<file path="src/rtl/udp_rx_mux.sv">
// udp_rx_mux: parses the UDP header of each incoming IP payload, matches the
// destination port against a table of listening ports and forwards the UDP
// payload tagged with the matched channel, or drops the packet.
//
// Ports:
//   i_clk, i_rst            clock, asynchronous active-high reset
//   i_port_cfg[_valid]      16-bit listening port per channel, loaded in one cycle
//   s_axis_ip_*             IP payload stream in (no backpressure), first beat = UDP header
//   m_axis_user_*           UDP payload stream out, two cycles after the input beat
//   o_drop_cnt              saturating count of dropped packets
//
// Optional feature: define UDP_RX_LEN_CHECK_EN to drop packets whose UDP length
// disagrees with the IP payload length carried in s_axis_ip_user[55:40].
module udp_rx_mux #(
    parameter int          P_CH_NUM       = 4,
    parameter logic [15:0] P_DEFAULT_PORT = 16'h0808
) (
    input  logic                     i_clk,
    input  logic                     i_rst,
    input  logic [16*P_CH_NUM-1:0]   i_port_cfg,
    input  logic                     i_port_cfg_valid,
    input  logic [63:0]              s_axis_ip_data,
    input  logic [55:0]              s_axis_ip_user,
    input  logic [7:0]               s_axis_ip_keep,
    input  logic                     s_axis_ip_last,
    input  logic                     s_axis_ip_valid,
    output logic [63:0]              m_axis_user_data,
    output logic [31:0]              m_axis_user_user,
    output logic [2:0]               m_axis_user_chan,
    output logic [7:0]               m_axis_user_keep,
    output logic                     m_axis_user_last,
    output logic                     m_axis_user_valid,
    output logic [15:0]              o_drop_cnt
);
    typedef enum logic [1:0] {IDLE, PAYLOAD, DROP} state_t;

    state_t      state_q, state_d;
    logic [15:0] tbl_q [P_CH_NUM];
    logic [2:0]  chan_q, chan_d;
    logic [31:0] user_q, user_d;
    logic [15:0] drop_q;
    logic        drop_inc;
    logic        hit;
    logic [2:0]  hit_idx;
    logic        len_ok;
    logic        pay_beat;
    logic        unused_user;
    logic        s1_valid_q;
    logic [63:0] s1_data_q;
    logic [7:0]  s1_keep_q;
    logic        s1_last_q;
    logic [31:0] s1_user_q;
    logic [2:0]  s1_chan_q;

    wire [15:0] hdr_src = s_axis_ip_data[63:48];
    wire [15:0] hdr_dst = s_axis_ip_data[47:32];
    wire [15:0] hdr_len = s_axis_ip_data[31:16];

`ifdef UDP_RX_LEN_CHECK_EN
    assign len_ok      = hdr_len == s_axis_ip_user[55:40];
    assign unused_user = ^s_axis_ip_user[39:0];
`else
    assign len_ok      = 1'b1;
    assign unused_user = ^s_axis_ip_user;
`endif

    assign pay_beat   = s_axis_ip_valid && state_q == PAYLOAD;
    assign o_drop_cnt = drop_q;

    // Scan from the top so the lowest matching index is the one that sticks.
    always_comb begin
        hit     = 1'b0;
        hit_idx = '0;
        for (int k = P_CH_NUM - 1; k >= 0; k--)
            if (tbl_q[k] == hdr_dst) begin
                hit     = 1'b1;
                hit_idx = 3'(k);
            end
    end

    always_comb begin
        state_d  = state_q;
        chan_d   = chan_q;
        user_d   = user_q;
        drop_inc = 1'b0;
        if (s_axis_ip_valid)
            case (state_q)
                IDLE:
                    if (hit && len_ok && !s_axis_ip_last) begin
                        state_d = PAYLOAD;
                        chan_d  = hit_idx;
                        user_d  = {hdr_src, hdr_len - 16'd8};
                    end else begin
                        // A single-beat packet has no payload and ends right here.
                        state_d  = s_axis_ip_last ? IDLE : DROP;
                        drop_inc = 1'b1;
                    end
                default:
                    if (s_axis_ip_last) state_d = IDLE;
            endcase
    end

    // Table writes land at the clock edge, so a header in the same cycle still sees the old table.
    always_ff @(posedge i_clk or posedge i_rst) begin
        if (i_rst) begin
            for (int k = 0; k < P_CH_NUM; k++) tbl_q[k] <= P_DEFAULT_PORT + 16'(k);
        end else if (i_port_cfg_valid) begin
            for (int k = 0; k < P_CH_NUM; k++) tbl_q[k] <= i_port_cfg[16*k +: 16];
        end
    end

    always_ff @(posedge i_clk or posedge i_rst) begin
        if (i_rst) begin
            state_q <= IDLE;
            chan_q  <= '0;
            user_q  <= '0;
            drop_q  <= '0;
        end else begin
            state_q <= state_d;
            chan_q  <= chan_d;
            user_q  <= user_d;
            if (drop_inc && drop_q != 16'hffff) drop_q <= drop_q + 16'd1;
        end
    end

    // Two register stages give the fixed two-cycle input-to-output latency.
    always_ff @(posedge i_clk or posedge i_rst) begin
        if (i_rst) begin
            s1_valid_q        <= 1'b0;
            s1_data_q         <= '0;
            s1_keep_q         <= 8'hff;
            s1_last_q         <= 1'b0;
            s1_user_q         <= '0;
            s1_chan_q         <= '0;
            m_axis_user_valid <= 1'b0;
            m_axis_user_data  <= '0;
            m_axis_user_keep  <= 8'hff;
            m_axis_user_last  <= 1'b0;
            m_axis_user_user  <= '0;
            m_axis_user_chan  <= '0;
        end else begin
            s1_valid_q        <= pay_beat;
            s1_data_q         <= s_axis_ip_data;
            s1_keep_q         <= (pay_beat && s_axis_ip_last) ? s_axis_ip_keep : 8'hff;
            s1_last_q         <= pay_beat && s_axis_ip_last;
            s1_user_q         <= user_q;
            s1_chan_q         <= chan_q;
            m_axis_user_valid <= s1_valid_q;
            m_axis_user_data  <= s1_data_q;
            m_axis_user_keep  <= s1_keep_q;
            m_axis_user_last  <= s1_last_q;
            m_axis_user_user  <= s1_user_q;
            m_axis_user_chan  <= s1_chan_q;
        end
    end
endmodule
</file>
<file path="config.mk">
export PLATFORM = sky130hd
export DESIGN_NAME = udp_rx_mux
export DESIGN_NICKNAME = d
export VERILOG_FILES = /design/src/rtl/udp_rx_mux.sv
export SDC_FILE = /design/constraint.sdc
export NUM_CORES = 1
export LEC_CHECK = 0
export CAP_MARGIN = 20
export CORE_ASPECT_RATIO = 1.5
export CORE_UTILIZATION = 25
export DETAILED_ROUTE_END_ITERATION = 7
export REMOVE_ABC_BUFFERS = 1
export SYNTH_ARGS = -nofsm -noshare
export SYNTH_HDL_FRONTEND = slang
export SYNTH_SLANG_ARGS = --single-unit
</file>
<file path="constraint.sdc">
create_clock -name i_clk -period 14.7 [get_ports i_clk]
set_clock_uncertainty 0.1 [all_clocks]
set_input_delay 2.94 -clock i_clk [delete_from_list [all_inputs] [get_ports i_clk]]
set_output_delay 2.94 -clock i_clk [all_outputs]
set_load 0.02 [all_outputs]
</file>
# Yosys cells after proc, flatten, opt, wreduce, memory -nomap -nowiden
# Cells that the tools add are included.
# word_totals
output_inout_bits	125
regBits	335
input_bits	197
# op_classes
n_addsub	2
eq_ne	6
mux	16
reduce_logical	9
# ops
operator	n
$eq 16x16->1	4
$add 16x1->16 const B	1
$ne 16x16->1 const B	1
$sub 16x4->16 const B	1
$mux 2	5
$mux 3	3
$mux 8	1
$mux 1	7
$logic_and 1x1->1	4
$reduce_and 3->1	1
$eq 2x1->1 const B	1
$logic_not 2->1	1
$reduce_and 2->1	1
$reduce_bool 2->1	1
$logic_not 1->1	1

# Logic depth before layout (Yosys ltp)
# Gate-level depths: netlist of run 1.
# depth
ltp_word	10
depth_mapped	8
depth_no_buf	7

# Worst setup path before layout of run 1
# Ideal clock, no wire load.
# synth_timing
kind	input -> register
startpoint	in s_axis_ip_data[37]
endpoint	reg user_q[10]
setup_slack_ns	9.664
t_required_ns	14.472
path_stages	8
t_arrival_ns	4.808
n_path_buf	2
cell_sequence	clkbuf_1 > xnor2_1 > nand4_1 > nor4_2 > nor4_1 > nor3_4 > buf_2 > mux2_1
# synth_via
elab_chain_cells	7
# synth_rtl
element	line_no	text
from (decl)	22	input logic [63:0] s_axis_ip_data,
$eq 16x16->1	75	if (tbl_q[k] == hdr_dst) begin
$mux 1 (3 in series)	75	
$mux 1 (*)	75	
$logic_and 1x1->1 (*)	89	if (hit && len_ok && !s_axis_ip_last) begin
$reduce_and 3->1 (no source line) (*)	n/a	
to (signal assigned)	121	user_q <= user_d;
to (decl)	40	logic [31:0] user_q, user_d;
# Mark *: on every way between the ends. The rest lies on a longest branch, timed or not.
# A chain may end at the register's enable or synchronous reset.

# Final worst setup path of run 1
# layout_timing
startpoint	in s_axis_ip_data[34]
endpoint	reg user_q[19]
# The elaborated chain is that of the path after synthesis.

==> flow_summary.json, run 1 <==
{
  "status": "completed",
  "setup_slack_ps": 9230,
  "cts_setup_buffers": 0,
  "dieArea_mm2": 0.0449,
  "htree_levels": 2,
  "period_share_pct": 37.2,
  "placedCellCount": 1473,
  "insertion_delay_ps": 520,
  "syn_inst": 662,
  "cp-end-kind": "flip-flop",
  "worstReg2RegEnd": "user_q[19]$_DFFE_PP0P_",
  "powerDensity_mw_per_mm2": 133,
  "power.total_uw": 2060,
  "hold_viol_final": 0,
  "clk_pin_slew_ps": 60,
  "totalWireLength_um": 23800,
  "post-route-util_pct": 35.7,
  "grt_max_degree": 109,
  "maxClockFrequency_mhz": 183,
  "fin_setup_tns_ps": 0,
  "io_buffers": 264,
  "yosys.cell_types.count": 38,
  "final_nets": 1138,
  "layout-drive-gt1-share_pct": 17.4,
  "yosys.area.top_type": "dfrtp_1",
  "cts_hold_buf": 0,
  "p_leak_uw": 0.00658,
  "first_iter_violations": 206,
  "finalNonFillerCells": 1532,
  "pre_cts_ws_ps": 8530,
  "wl_met3_um": 1910,
  "routed_via_density": 3.92,
  "fin_crit_ps": 5470,
  "clock_path_buffers": 3,
  "crit_end": "user_q[19]$_DFFE_PP0P_",
  "syn_area_per_cell_um2": 16.6,
  "maxCapViolCount": 0,
  "cts_root_buf": "clkbuf_16",
  "postSynth.asyncResetShare_pct": 100,
  "hold_class": "reg2reg",
  "r2r_setup_slack_ps": 11880,
  "pin_count": 322,
  "rsz0062_at_grt": "no",
  "floorplan.initialDensity_pct": 25.5,
  "cts.repair.resized": 0,
  "cts_tree": "done",
  "synth_flop_cell": "dfrtp_1",
  "top_layer_used": "met5",
  "rr_startpoint": "tbl_q[32]$_DFFE_PP1P_",
  "slew-limit-headroom_pct": 35.1,
  "gp_congestion": 0.717,
  "ys_ff_latch": 332,
  "worst_pin_slew_ps": 974,
  "antennaDiodeCount": 0,
  "critPathLaunch": "s_axis_ip_data[34]",
  "drtAntennaViolNets": 0,
  "yosysSeqAreaShare_pct": 75.8,
  "die_x_um": 173,
  "synth_area_leaders": "dfrtp_1, dfstp_2, mux2_2",
  "wl_met1_um": 8890,
  "maxSlewViolCount": 0,
  "drt_pass1_iterations": 4,
  "start_kind": "input port",
  "grt_pass1_wl_um": 37400,
  "vias": 6002,
  "gr-usage-all-layers_pct": 10.9,
  "grt_pass1_vias": 6449,
  "die_height_um": 259,
  "synth-edff-count": 0,
  "gr-total-overflow": 0,
  "rows": 93,
  "cp.required_ps": 14990,
  "r2r_cells": 7,
  "cts_buffers": 34,
  "antenna_found_initial": 3,
  "hpwl_um": 16900,
  "ys_warn_count": 0,
  "area_growth_pct": 40.1,
  "core_area_mm2": 0.0432,
  "wl_met2_um": 12300,
  "arrival_ps": 5760,
  "timing_worst_setup_path_type": "in2reg",
  "synth_area_mm2": 0.0110,
  "ir_drop_mv": 0.0761,
  "setup_viol": 0,
  "clkSinkCount": 332,
  "route.detailed.drc": 0,
  "wl_per_cell_um": 15.6,
  "yosysTopAreaCellShare_pct": 69.1,
  "cp_max_fo": 34
}
## worst max-delay path, stage by stage
cell and delay [ps]:
clkdlybuf4s50_1 690, xnor2_1 170, nand4_1 190, nor4_2 570
nor4_1 190, nor3_4 140, buf_4 470, mux2_1 380
## synth_stat cells (all sizes together), types with 2 or more instances
cell type  instances
and3               7
buf                7
clkbuf            22
dfrtp            304
dfstp             28
ha                 2
inv                9
mux2              96
mux2i              2
nand2             16
nand3             12
nand4             19
nor2               9
nor2b              2
nor3               8
nor4               9
or2                8
or3                2
xnor2             80
xor2               7
## power by group
part           switching, uW  leakage, uW  internal, uW  total, uW
Combinational           88.4      0.00194           105        193
Sequential              26.8      0.00408           961        987
Clock                    357     0.000555           518        875
## layer usage
metal  track usage [%]  vias to the layer above
li1                  -                     2765
met1              11.9                     2982
met2              19.2                      204
met3              3.87                       45
met4              4.13                        6
met5                 0                        -
## cell usage in the layout (no fill, tap or decap), types with 2 or more instances in the layout
cell type / count
xnor2_1: 80
nor4_2: 4
and3_1: 7
xor2_1: 7
clkdlybuf4s50_1: 263
nor2_1: 9
clkbuf_1: 7
or2_2: 8
ha_1: 2
inv_6: 5
inv_1: 8
clkinv_4: 2
nand4_1: 19
dfrtp_1: 304
buf_4: 6
nor4_1: 5
nand2_1: 16
nor3_1: 7
mux2i_1: 2
mux2_2: 65
clkbuf_8: 3
mux2_1: 31
clkinv_2: 3
dfstp_2: 28
clkbuf_16: 34
nand3_1: 12
nor2b_1: 2
or3_1: 2
bufinv_16: 4
## per-stage QoR
step	hold WS, ps	cell area [um^2]
finish	235	15400
global route	232	15400
CTS	227	15400
detailed placement	235	14300
global placement	231	14300
floorplan	231	10900
## registers in the layout, summed over array words and instances, names as in the netlist, 2 cells and up
signal,count
chan_q,2
m_axis_user_chan,2
s1_chan_q,2
m_axis_user_data,64
m_axis_user_keep,8
tbl_q,64
s1_data_q,64
m_axis_user_user,32
s1_keep_q,8
state_q,2
user_q,32
s1_user_q,32
o_drop_cnt,16
## logic make-up (layout without fill, tap and decap cells)
family / count (synthesis) / in the layout / synth area share (%)
AND/OR/NAND/NOR: 94 / 94 / 4.89
flip-flops: 332 / 332 / 75.8
buffers and inverters: 38 / 338 / 1.42
XOR/XNOR: 87 / 87 / 6.92
adder cells (fa/ha/maj): 2 / 2 / 0.227
multiplexers: 98 / 98 / 10.0
AO/OA/AOI/OAI: 10 / 10 / 0.727
other: 1 / 1 / 0.0341
## worst min path at each step
| stage | startpoint | end | cells after the start |
|---|---|---|---|
| after CTS | s1_data_q[43]$_DFF_PP0_ | m_axis_user_data[43]$_DFF_PP0_ | 0 |
| after global routing | s1_data_q[43]$_DFF_PP0_ | m_axis_user_data[43]$_DFF_PP0_ | 0 |
| after detailed placement | s1_data_q[22]$_DFF_PP0_ | m_axis_user_data[22]$_DFF_PP0_ | 0 |
| after global placement | s1_data_q[63]$_DFF_PP0_ | m_axis_user_data[63]$_DFF_PP0_ | 0 |
| after floorplan | s1_chan_q[0]$_DFF_PP0_ | m_axis_user_chan[0]$_DFF_PP0_ | 0 |
| final | s1_data_q[43]$_DFF_PP0_ | m_axis_user_data[43]$_DFF_PP0_ | 0 |
## layout make-up
type                            instances  area, um^2
Clock buffer                           44         918
Multi-Input combinational cell        292        2510
Fill cell                            4130       27700
Tap cell                              570         713
Clock inverter                         15         213
Sequential cell                       332        8340
Timing Repair Buffer                  270        2680
Inverter                                9        41.3
Note: power is estimated with default switching activity, not from simulation.
==> inputs of run 2 (changes only) <==
==> constraint.sdc (replaced) <==
create_clock -name i_clk -period 5.6 [get_ports i_clk]
set_clock_uncertainty 0.1 [all_clocks]
set_input_delay 1.12 -clock i_clk [delete_from_list [all_inputs] [get_ports i_clk]]
set_output_delay 1.12 -clock i_clk [all_outputs]
set_load 0.02 [all_outputs]
==> flow_summary.json, run 2 (synthesis results as in run 1) <==
{
  "status": "completed",
  "setup_viol": 0,
  "maxClockFrequency_mhz": 271,
  "cts_setup_buffers": 0,
  "first_iter_violations": 185,
  "area_growth_pct": 40.5,
  "critPathSlowestCell": "clkdlybuf4s50_1",
  "rows": 93,
  "drtAntennaViolNets": 0,
  "drt_pass1_iterations": 3,
  "cts_hold_buf": 0,
  "r2r_cells": 7,
  "period_share_pct": 65.8,
  "gr-total-overflow": 0,
  "slew-limit-headroom_pct": 40.5,
  "ir_drop_mv": 0.182,
  "cts.repair.resized": 0,
  "min_path_cells": 0,
  "route.detailed.drc": 0,
  "path_cells": "clkdlybuf4s50_1, xnor2_1, nand4_1, nor4_2, nor4_1, nor3_4, buf_4, mux2_1",
  "gp_congestion": 0.716,
  "fillCellCount": 4141,
  "insertion_delay_ps": 520,
  "antennaDiodeCount": 0,
  "totalWireLength_um": 24100,
  "dieArea_mm2": 0.0449,
  "vias": 6018,
  "rr_startpoint": "tbl_q[57]$_DFFE_PP0P_",
  "rsz0062_at_grt": "no",
  "hold_viol_final": 0,
  "die_height_um": 259,
  "timing_worst_setup_path_type": "in2reg",
  "cts_tree": "done",
  "r2r_setup_slack_ps": 2750,
  "clock_path_buffers": 3,
  "layout_common_cells": "dfrtp_1, clkdlybuf4s50_1, xnor2_1",
  "powerDensity_mw_per_mm2": 350,
  "gr-usage-all-layers_pct": 11.1,
  "maxSlewViolCount": 0,
  "clk_pin_slew_ps": 60,
  "min_to": "m_axis_user_chan[1]$_DFF_PP0_",
  "crit_family": "simple AND/OR/NAND/NOR gates",
  "routed_via_density": 3.92,
  "cp.required_ps": 5890,
  "worstReg2RegEnd": "user_q[12]$_DFFE_PP0P_",
  "pin_count": 322,
  "cts_root_buf": "clkbuf_16",
  "layout-drive-gt1-share_pct": 17.4,
  "p_leak_uw": 0.00659,
  "cp-end-kind": "flip-flop",
  "die_x_um": 173,
  "fin_setup_tns_ps": 0,
  "fin_crit_ps": 3690,
  "worst_pin_slew_ps": 893,
  "final_common_cell": "dfrtp_1",
  "core_area_mm2": 0.0432,
  "hold_start": "s1_chan_q[1]$_DFF_PP0_",
  "final_nets": 1140,
  "grt_pass1_vias": 6570,
  "layout.area.seq_mm2": 0.00834,
  "grt_max_degree": 125,
  "hold_class": "reg2reg",
  "crit_buf_inv": 2,
  "io_buffers": 264,
  "htree_levels": 2,
  "wl_per_cell_um": 15.7,
  "maxCapViolCount": 0,
  "reg_top3": "m_axis_user_data: 64 flops, s1_data_q: 64 flops, tbl_q: 64 flops",
  "start_kind": "input port",
  "antenna_found_initial": 3,
  "cts_buffers": 34,
  "hpwl_um": 17200,
  "multi_input_area_mm2": 0.00251,
  "floorplan.initialDensity_pct": 25.5,
  "arrival_ps": 3980,
  "cp_max_fo": 34,
  "cp_slowest_stage_delay_ps": 540,
  "hold_slack_ps": 242,
  "grt_pass1_wl_um": 38400,
  "clkSinkCount": 332
}
## run 2: cell count changes in the layout (fill, tap and decap cells not counted), sizes merged
cell and change:
clkinvlp +2, clkinv -4, buf +2, inv +1, clkbuf +3
## run 2: through the flow
step                      cells  utilization, %  power, uW  area (um^2)  setup slack, ps
final                      1536            35.8       5420        15500             1910
after global routing       1536            35.8       5670        15500             1690
after CTS                  1536            35.8       5530        15500             1780
after detailed placement   1475            33.2       3160        14300             1220
after global placement     1475            33.2       3150        14300             1260
after floorplan             633               -       2870        10900            -4770
## run 2: worst max path at each step
stage,slack [ps],start,endpoint,depth (start not counted)
6_report,1910,s_axis_ip_data[41],user_q[12]$_DFFE_PP0P_,8
5_1_grt,1690,s_axis_ip_data[41],user_q[16]$_DFFE_PP0P_,8
4_1_cts,1780,s_axis_ip_data[41],user_q[18]$_DFFE_PP0P_,8
3_5_place_dp,1220,s_axis_ip_data[41],user_q[18]$_DFFE_PP0P_,8
3_3_place_gp,1260,s_axis_ip_data[41],user_q[2]$_DFFE_PP0P_,8
2_1_floorplan,-4770,i_rst,chan_q[0]$_DFFE_PP0P_,1
## run 2: where the power goes
group | internal, uW | leakage (uW) | switching, uW | total [uW]
combinational | 278 | 0.00196 | 233 | 512
sequential | 2520 | 0.00408 | 71.2 | 2590
clock | 1370 | 0.000547 | 946 | 2310
## run 2: routing by layer
metal  track usage [%]  part of all wire, %  vias to the layer above
met5                 0                 0.16                        -
met4              3.88                  2.5                        6
met3              4.04                  8.0                       42
met2              19.8                   52                      203
met1              12.0                   38                     2995
li1                  -                    -                     2772
## run 2: area by class of cell
type	count	share of cell area, %
Sequential cell	332	53.9
Timing Repair Buffer	272	17.6
Multi-Input combinational cell	292	16.2
Clock buffer	47	6.01
Tap cell	570	4.61
Clock inverter	14	1.37
Inverter	9	0.267
==> inputs of run 3 (changes only) <==
==> constraint.sdc (replaced) <==
create_clock -name i_clk -period 3.6 [get_ports i_clk]
set_clock_uncertainty 0.1 [all_clocks]
set_input_delay 0.72 -clock i_clk [delete_from_list [all_inputs] [get_ports i_clk]]
set_output_delay 0.72 -clock i_clk [all_outputs]
set_load 0.02 [all_outputs]
==> flow_summary.json, run 3 (synthesis results as in run 1) <==
{
  "status": "completed",
  "slew-limit-headroom_pct": 42.8,
  "hold_start": "s1_data_q[24]$_DFF_PP0_",
  "grt_pass1_wl_um": 37900,
  "antennaDiodeCount": 0,
  "rows": 93,
  "area_growth_pct": 41.1,
  "vias": 6056,
  "internal_power_uw": 6230,
  "layout_common_cells": "dfrtp_1, clkdlybuf4s50_1, xnor2_1",
  "power.total_uw": 8160,
  "floorplan.initialDensity_pct": 25.5,
  "timing_worst_setup_path_type": "in2reg",
  "cp_max_fo": 34,
  "hold_viol_final": 0,
  "routed_via_density": 3.92,
  "core_area_mm2": 0.0432,
  "drt_pass1_iterations": 4,
  "route.detailed.drc": 0,
  "rr_startpoint": "o_drop_cnt[0]$_DFFE_PP0P_",
  "period_share_pct": 79.5,
  "clkPwrFrac_pct": 40.6,
  "clk_pin_slew_ps": 60,
  "seqPwrFrac_pct": 49.5,
  "cts_tree": "done",
  "min_to": "m_axis_user_data[24]$_DFF_PP0_",
  "final_common_cell": "dfrtp_1",
  "critPathSlowestCell": "clkdlybuf4s50_1",
  "cts_hold_buf": 0,
  "cp-end-kind": "flip-flop",
  "gr-usage-all-layers_pct": 11.0,
  "grt_max_degree": 92,
  "path_cells": "clkdlybuf4s50_1, xnor2_1, nand4_1, nor4_2, nor4_1, nor3_4, buf_12, mux2_1",
  "pin_count": 322,
  "r2r_cells": 7,
  "die_height_um": 259,
  "antenna_found_initial": 3,
  "clkSinkCount": 332,
  "fin_crit_ps": 2860,
  "gr-total-overflow": 0,
  "io_buffers": 264,
  "totalWireLength_um": 24300,
  "gp_congestion": 0.744,
  "power_switching_uw": 1930,
  "rsz0062_at_grt": "no",
  "insertion_delay_ps": 520,
  "hold_class": "reg2reg",
  "wl_per_cell_um": 15.7,
  "die_x_um": 173,
  "p_leak_uw": 0.00663,
  "maxSlewViolCount": 0,
  "start_kind": "input port",
  "maxClockFrequency_mhz": 349,
  "grt_pass1_vias": 6465,
  "r2r_setup_slack_ps": 1040,
  "cts.repair.resized": 0,
  "cp.required_ps": 3900,
  "min_path_cells": 0,
  "cp_slowest_stage_delay_ps": 580,
  "dieArea_mm2": 0.0449,
  "ir_drop_mv": 0.382,
  "layout-drive-gt1-share_pct": 18.6,
  "hpwl_um": 17400,
  "worst_pin_slew_ps": 858,
  "cts_setup_buffers": 0,
  "swShare_pct": 23.7,
  "first_iter_violations": 171,
  "powerDensity_mw_per_mm2": 525,
  "final_nets": 1151,
  "clock_path_buffers": 3,
  "maxCapViolCount": 0,
  "cts_root_buf": "clkbuf_16",
  "setup_viol": 0,
  "cts_buffers": 34,
  "drtAntennaViolNets": 0,
  "htree_levels": 2,
  "post-route-util_pct": 36.0,
  "worstReg2RegEnd": "o_drop_cnt[1]$_DFFE_PP0P_",
  "comb_power_share_pct": 9.9,
  "arrival_ps": 3160,
  "reg_top3": "m_axis_user_data: 64 flops, s1_data_q: 64 flops, tbl_q: 64 flops"
}
-- run 3: cell count changes in the layout (fill, tap and decap cells not counted), sizes merged --
cell / previous run / this run
buf: 9 / 20
clkinv: 2 / 11
clkinvlp: 2 / 5
clkbuf: 47 / 44
inv: 15 / 9
bufinv: 4 / 0
-- run 3: metal layers --
metal / track usage [%] / share of wire (%) / vias to the layer above
met5: 0 / 0.17 / -
li1: - / - / 2790
met3: 3.84 / 7.6 / 44
met4: 3.98 / 2.7 / 6
met1: 12.2 / 38 / 3001
met2: 19.4 / 52 / 215
-- run 3: layout make-up --
cell class              count  area [um^2]
repair buffers            283         2870
multi-input cells         292         2510
fillers                  4123        27600
clock inverters            16          115
flip-flops and latches    332         8340
clock buffers              44          940
inverters                   9         41.3
well taps                 570          713
-- run 3: power groups by stage --
stage,sequential (uW),clock (uW),combinational [uW]
2_1_floorplan,4170,0,301
3_3_place_gp,4100,0,816
3_5_place_dp,4100,0,829
4_1_cts,4040,3490,832
5_1_grt,4060,3620,881
6_report,4030,3320,808
-- run 3: through the flow --
step / TNS, ps / area, um^2 / std cells / setup WS (ps) / hold slack [ps]
floorplan: -2041310 / 10900 / 633 / -6370 / 231
global placement: 0 / 14500 / 1486 / 114 / 232
detailed placement: 0 / 14500 / 1486 / 99.4 / 235
CTS: 0 / 15500 / 1546 / 676 / 237
global route: 0 / 15500 / 1546 / 533 / 249
finish: 0 / 15500 / 1546 / 737 / 241
-- run 3: critical path: cells and delay by family --
family                    cells  cell delay, ps
xor gates and xnor gates      1             330
buffers and inverters         2             820
muxes                         1             350
and+or+nand+nor               4             880
-- run 3: worst max path at each step --
stage,to,from,depth (start not counted)
after detailed placement,user_q[14]$_DFFE_PP0P_,s_axis_ip_data[34],8
after global routing,user_q[12]$_DFFE_PP0P_,s_axis_ip_data[33],8
after global placement,user_q[27]$_DFFE_PP0P_,s_axis_ip_data[34],8
final,user_q[12]$_DFFE_PP0P_,s_axis_ip_data[34],8
after CTS,user_q[14]$_DFFE_PP0P_,s_axis_ip_data[34],8
after floorplan,chan_q[0]$_DFFE_PP0P_,i_rst,1
